## src/rtl/ring_arb_pkg.sv

```systemverilog
// ring_arb_pkg: shared types and constants for the ring router output-port arbiter.
package ring_arb_pkg;

    typedef enum logic {
        IDLE   = 1'b0,
        LOCKED = 1'b1
    } arb_state_e;

    localparam int OWNER_W   = 2;
    localparam int MAX_PORTS = 4;   // largest port count an OWNER_W-bit index can address

    localparam logic [OWNER_W-1:0] PORT_LOCAL = 2'd0;
    localparam logic [OWNER_W-1:0] PORT_LEFT  = 2'd1;
    localparam logic [OWNER_W-1:0] PORT_RIGHT = 2'd2;

    // One-hot decode of a port index; callers narrow to their own port count.
    function automatic logic [MAX_PORTS-1:0] onehot(input logic [OWNER_W-1:0] idx);
        onehot = {{(MAX_PORTS-1){1'b0}}, 1'b1} << idx;
    endfunction

endpackage

```

## src/rtl/ring_rr_arbiter_rr_pick.sv

```systemverilog
// rr_pick: combinational rotate-priority picker. Returns the first requesting
// port found scanning rr_ptr, rr_ptr+1, ... modulo NUM_PORTS.
module rr_pick
    import ring_arb_pkg::*;
#(
    parameter int NUM_PORTS = 3
) (
    input  logic [NUM_PORTS-1:0] req,
    input  logic [OWNER_W-1:0]   rr_ptr,
    output logic                 valid,
    output logic [OWNER_W-1:0]   idx
);

    logic [OWNER_W-1:0] w_pos;

    // Scan from the farthest offset down so the closest requester to rr_ptr wins last.
    always_comb begin
        valid = 1'b0;
        idx   = {OWNER_W{1'b0}};
        w_pos = {OWNER_W{1'b0}};
        for (int k = NUM_PORTS - 1; k >= 0; k--) begin
            w_pos = OWNER_W'((int'(rr_ptr) + k) % NUM_PORTS);
            if (req[w_pos]) begin
                valid = 1'b1;
                idx   = w_pos;
            end else begin
                valid = valid;
            end
        end
    end

endmodule

```

## src/rtl/ring_rr_arbiter.sv

```systemverilog
// ring_rr_arbiter: round-robin, wormhole-locking arbiter for one ring router
// output port. A granted input keeps the port until its tail flit transfers,
// after which priority rotates to the next port.
// Optional feature macro: LOCK_TIMEOUT_EN -- when defined, a stalled lock is
// force-released after TIMEOUT_CYCLES cycles without a transfer and the
// timeout output pulses for one cycle. When undefined, timeout is tied low.
module ring_rr_arbiter
    import ring_arb_pkg::*;
#(
    parameter int NUM_PORTS      = 3,
    parameter int TIMEOUT_CYCLES = 64
) (
    input  logic                 clk,
    input  logic                 rst,
    input  logic [NUM_PORTS-1:0] req,
    input  logic [NUM_PORTS-1:0] tail,
    input  logic                 out_ready,
    output logic [NUM_PORTS-1:0] grant,
    output logic [OWNER_W-1:0]   owner,
    output logic                 busy,
    output logic                 xfer,
    output logic                 timeout
);

    arb_state_e           r_state;
    logic [NUM_PORTS-1:0] r_grant;
    logic [OWNER_W-1:0]   r_owner;
    logic [OWNER_W-1:0]   r_rr_ptr;
    logic                 r_timeout;

    arb_state_e           w_state_nxt;
    logic [NUM_PORTS-1:0] w_grant_nxt;
    logic [OWNER_W-1:0]   w_owner_nxt;
    logic [OWNER_W-1:0]   w_ptr_nxt;
    logic                 w_timeout_nxt;

    logic                 w_pick_valid;
    logic [OWNER_W-1:0]   w_pick_idx;
    logic                 w_busy;
    logic                 w_xfer;
    logic                 w_tail_rel;
    logic                 w_to_hit;
    logic                 w_release;
    logic [OWNER_W-1:0]   w_ptr_adv;

    rr_pick #(
        .NUM_PORTS (NUM_PORTS)
    ) u_rr_pick (
        .req    (req),
        .rr_ptr (r_rr_ptr),
        .valid  (w_pick_valid),
        .idx    (w_pick_idx)
    );

    assign w_busy     = (r_state == LOCKED);
    assign w_xfer     = w_busy & req[r_owner] & out_ready;
    assign w_tail_rel = w_xfer & tail[r_owner];
    assign w_release  = w_tail_rel | w_to_hit;
    assign w_ptr_adv  = (r_owner == OWNER_W'(NUM_PORTS - 1)) ? {OWNER_W{1'b0}}
                                                             : r_owner + OWNER_W'(1);

`ifdef LOCK_TIMEOUT_EN
    localparam int STALL_W = (TIMEOUT_CYCLES > 1) ? $clog2(TIMEOUT_CYCLES) : 1;

    logic [STALL_W-1:0] r_stall;

    // A lock that sits TIMEOUT_CYCLES cycles without a transfer is force-released.
    assign w_to_hit = w_busy & ~w_xfer & (r_stall == STALL_W'(TIMEOUT_CYCLES - 1));

    // Stall counter: cleared while idle, on every transfer and on release.
    always_ff @(posedge clk) begin
        if (!rst) begin
            r_stall <= {STALL_W{1'b0}};
        end else if (!w_busy || w_xfer || w_to_hit) begin
            r_stall <= {STALL_W{1'b0}};
        end else begin
            r_stall <= r_stall + STALL_W'(1);
        end
    end
`else
    assign w_to_hit = 1'b0;
`endif

    // Next-state and next-output logic for the IDLE/LOCKED arbiter.
    always_comb begin
        w_state_nxt   = r_state;
        w_grant_nxt   = r_grant;
        w_owner_nxt   = r_owner;
        w_ptr_nxt     = r_rr_ptr;
        w_timeout_nxt = 1'b0;
        case (r_state)
            IDLE: begin
                if (w_pick_valid) begin
                    w_state_nxt = LOCKED;
                    w_grant_nxt = NUM_PORTS'(onehot(w_pick_idx));
                    w_owner_nxt = w_pick_idx;
                end else begin
                    w_grant_nxt = {NUM_PORTS{1'b0}};
                    w_owner_nxt = PORT_LOCAL;
                end
            end
            LOCKED: begin
                // Non-owner requests and tails never reach here; only the owner matters.
                if (w_release) begin
                    w_state_nxt   = IDLE;
                    w_grant_nxt   = {NUM_PORTS{1'b0}};
                    w_owner_nxt   = PORT_LOCAL;
                    w_ptr_nxt     = w_ptr_adv;
                    w_timeout_nxt = w_to_hit;
                end else begin
                    w_state_nxt = LOCKED;
                end
            end
            default: begin
                w_state_nxt = IDLE;
                w_grant_nxt = {NUM_PORTS{1'b0}};
                w_owner_nxt = PORT_LOCAL;
            end
        endcase
    end

    // State, grant, owner, priority pointer and timeout pulse registers.
    always_ff @(posedge clk) begin
        if (!rst) begin
            r_state   <= IDLE;
            r_grant   <= {NUM_PORTS{1'b0}};
            r_owner   <= PORT_LOCAL;
            r_rr_ptr  <= PORT_LOCAL;
            r_timeout <= 1'b0;
        end else begin
            r_state   <= w_state_nxt;
            r_grant   <= w_grant_nxt;
            r_owner   <= w_owner_nxt;
            r_rr_ptr  <= w_ptr_nxt;
            r_timeout <= w_timeout_nxt;
        end
    end

    assign grant   = r_grant;
    assign owner   = r_owner;
    assign busy    = w_busy;
    assign xfer    = w_xfer;
    assign timeout = r_timeout;

endmodule

```

## config.mk

```make
export PLATFORM = sky130hd
export DESIGN_NAME = ring_rr_arbiter
export DESIGN_NICKNAME = d
export VERILOG_FILES = /design/src/rtl/ring_arb_pkg.sv /design/src/rtl/ring_rr_arbiter_rr_pick.sv /design/src/rtl/ring_rr_arbiter.sv
export SDC_FILE = /design/constraint.sdc
export NUM_CORES = 1
export LEC_CHECK = 0
export CAP_MARGIN = 20
export CORE_MARGIN = 2
export CORE_UTILIZATION = 50
export CTS_CLUSTER_DIAMETER = 120
export DETAILED_ROUTE_END_ITERATION = 16
export GPL_TIMING_DRIVEN = 0
export PLACE_DENSITY = 0.9
export SKIP_LAST_GASP = 1
export SLEW_MARGIN = 30
export SYNTH_ARGS = -nofsm -noshare
export SYNTH_HDL_FRONTEND = slang
export SYNTH_SLANG_ARGS = --single-unit
export TNS_END_PERCENT = 30
```

## constraint.sdc

```tcl
create_clock -name clk -period 3.45 [get_ports clk]
set_input_delay 0.345 -clock clk [delete_from_list [all_inputs] [get_ports clk]]
set_output_delay 0.345 -clock clk [all_outputs]
set_load 0.01 [all_outputs]
```

==> impl_metrics.ini <==
[floorplanning]
dieArea_um2 = 1610
fp-row-count = 13
initial_utilization_pct = 52.2
die_x_um = 40.2
ios = 17
die_h_um = 40.2
core-area_um2 = 1250

[pwr]
p_leak_nw = 0.342
power_frac_comb_pct = 28.5
seqPwrFrac_pct = 41.3
total_power_w = 0.000246
power_switching_w = 0.0000716
internal-power_w = 0.000175
peakVddDrop_mv = 0.300
clockPowerShare_pct = 30.2
sw_frac_of_total_pct = 29.1
powerDensity_nw_per_um2 = 291

[clock_network]
cts_buffer_depth = 2
postCtsHoldBufs = 0
post-cts-setup-buffer-count = 0
clockRootBuffer = clkbuf_4
cts_tree = yes
clk_latency_ns = 0.25
clk_pin_slew_worst_paths_ns = 0.06
clock_sinks = 8
cts_made_buffers = 3
cts_max_level = 1
cts_resized = 0

[critical_path]
endpoint = xfer
r2r-end = owner[1]$_SDFFE_PN0P_
reg2reg_depth = 8
rr_startpoint = r_rr_ptr[0]$_SDFFE_PN0P_
cp.arrival_ns = 2.12
worstSetupPathType = in -> out
worstSetupStartpoint = req[2]
cp_max_fo = 8
crit_path_end_kind = primary output
cp-start-kind = primary input
rrSetupSlack_ns = 1.59
required_ns = 3.11

[yosys]
synth_area_um2 = 654
yosys_warnings = 0
synth_fa_ha_area_share_pct = 5.74
synthXorXnorAreaFrac_pct = 0
netlist_instances = 76
synth-simple-area-share_pct = 20.8
synth.distinct_cells = 37
ys_seq_area_share_pct = 24.5
synthesis.nets = 88
synth-compound-area-share_pct = 27.2
synth_top_family_by_area = compound AO/OA/AOI/OAI gates
synth.area.mux_share_pct = 12.0
syn_area_per_cell_um2 = 8.61
ys_seq_elements = 8

[route]
drc = 0
drtAntennaViolNets = 0
via_per_inst = 5.85
drtIter0Drc = 5
drt_wl_total_mm = 1.48
firstDrtPassIters = 4
wl_per_cell_um = 13.6
num_vias = 638

[run_status]
outcome = finished, final reports clean

[placed_design]
port-buffer-count = 15
place.gp.congestion = 0.737
dp_hpwl_mm = 1.13

[final_layout]
syn2layout_area_growth_pct = 29.3
fin_nets = 108
final_common_cell = clkdlybuf4s50_1
antenna_cells = 0
drive_gt1_share_pct = 16.0
fillCellCount = 100
layout_common_cells = clkdlybuf4s50_1 (15), nand2_1 (8), dfxtp_1 (8)

[sta]
min_period_over_period_pct = 71.4
tns_ns = 0
skew_ns = 0.00152
rsz0062_at_grt = no
slew_viol_final = 0
fin_crit_ns = 2.46
fmax_mhz = 406
finalHoldViolations = 0
setup_viol = 0

[global_routing]
grtUsageTotal_pct = 21.7
grt_overflow_total = 0
grt_pass1_vias = 586
grt_pass1_wl_mm = 2.37
grt_start_max_net_pins = 11
antenna_found_initial = 0

[run]
drv_cap = 0

[hold_path]
hp-class = reg -> reg
==> sequential cells by signal, summed over array words and instances (netlist names) <==
register and flops:
busy 1, r_rr_ptr 2, grant 3, owner 2
==> synthesized netlist by cell type (all sizes together) <==
master	count	share of area, %
ha	3	5.7
o221ai	1	1.3
nor2	4	2.3
o211a	1	1.5
and3	1	0.96
buf	4	6.3
a211oi	1	1.1
inv	5	2.9
o21ai	5	4.4
nand4	2	1.9
a31o	1	1.3
nand2b	3	2.9
o211ai	1	1.1
nand3	3	2.3
nor4bb	1	1.5
a21o	3	3.6
or2	1	0.96
mux2i	4	8.0
a31oi	1	1.9
a41o	2	3.1
mux2	2	4.0
o311ai	1	1.3
o2bb2ai	2	2.7
or2b	1	1.1
nand2	8	4.6
conb	1	0.57
nor2b	1	0.96
and2b	1	1.3
a21oi	3	2.3
dfxtp	8	24
a32oi	1	1.3
==> how the worst min path moves through the flow <==
stage	slack (ns)	cells past startpoint	to	start
4_1_cts	0.46	2	grant[0]$_SDFFE_PN0P_	grant[0]$_SDFFE_PN0P_
6_report	0.45	2	grant[0]$_SDFFE_PN0P_	grant[0]$_SDFFE_PN0P_
2_1_floorplan	0.47	2	r_rr_ptr[0]$_SDFFE_PN0P_	r_rr_ptr[0]$_SDFFE_PN0P_
5_1_grt	0.47	2	grant[0]$_SDFFE_PN0P_	grant[0]$_SDFFE_PN0P_
3_5_place_dp	0.44	1	grant[2]$_SDFFE_PN0P_	grant[2]$_SDFFE_PN0P_
3_3_place_gp	0.44	2	grant[1]$_SDFFE_PN0P_	grant[1]$_SDFFE_PN0P_
==> power by group through the flow <==
stage | Clock [W] | Combinational (W) | Sequential (W)
CTS | 0.0000739 | 0.0000698 | 0.000102
global route | 0.0000782 | 0.0000767 | 0.000102
floorplan | 0 | 0.0000387 | 0.000105
finish | 0.0000744 | 0.0000701 | 0.000102
detailed placement | 0 | 0.0000693 | 0.000104
global placement | 0 | 0.0000668 | 0.000104
==> worst max-delay path: stages <==
cell	delay, ns
clkdlybuf4s50_1	0.63
mux2i_1	0.13
o2bb2ai_1	0.28
and3_1	0.20
clkdlybuf4s50_1	0.53
==> final cells by class <==
| cell class | count | area (um^2) | share of cell area [%] |
|---|---|---|---|
| plain buffers | 4 | 41.3 | 4.88 |
| well taps | 15 | 18.8 | 2.22 |
| flip-flops and latches | 8 | 160 | 18.9 |
| multi-input cells | 59 | 434 | 51.3 |
| clock buffers | 3 | 22.5 | 2.66 |
| inverters | 5 | 18.8 | 2.22 |
| repair buffers | 15 | 150 | 17.8 |
==> through the flow <==
step	setup WS (ns)	utilization, %	instance area, um^2	hold slack (ns)	cells
after CTS	0.986	67.5	846	0.456	109
after global routing	0.877	67.5	846	0.470	109
final	0.985	67.5	846	0.453	109
after detailed placement	1.00	65.7	823	0.444	106
after floorplan	1.78	-	654	0.467	76
after global placement	1.07	65.7	823	0.438	106
==> logic make-up after synthesis <==
logic type | Yosys count
adders and majority gates | 3
AOI/OAI and AO/OA | 23
and+or+nand+nor | 26
other | 1
muxes | 6
DFF | 8
buffers and inverters | 9
==> per-layer routing <==
layer	part of all wire [%]	up-vias	GRT usage [%]	wire length, um
li1	-	314	-	-
met1	42	294	25.3	613
met2	50	24	37.5	740
met3	5.2	6	2.22	77
met4	3.1	0	14.2	46
met5	0	-	0	0
No activity file was read; power rests on OpenSTA's default activity.
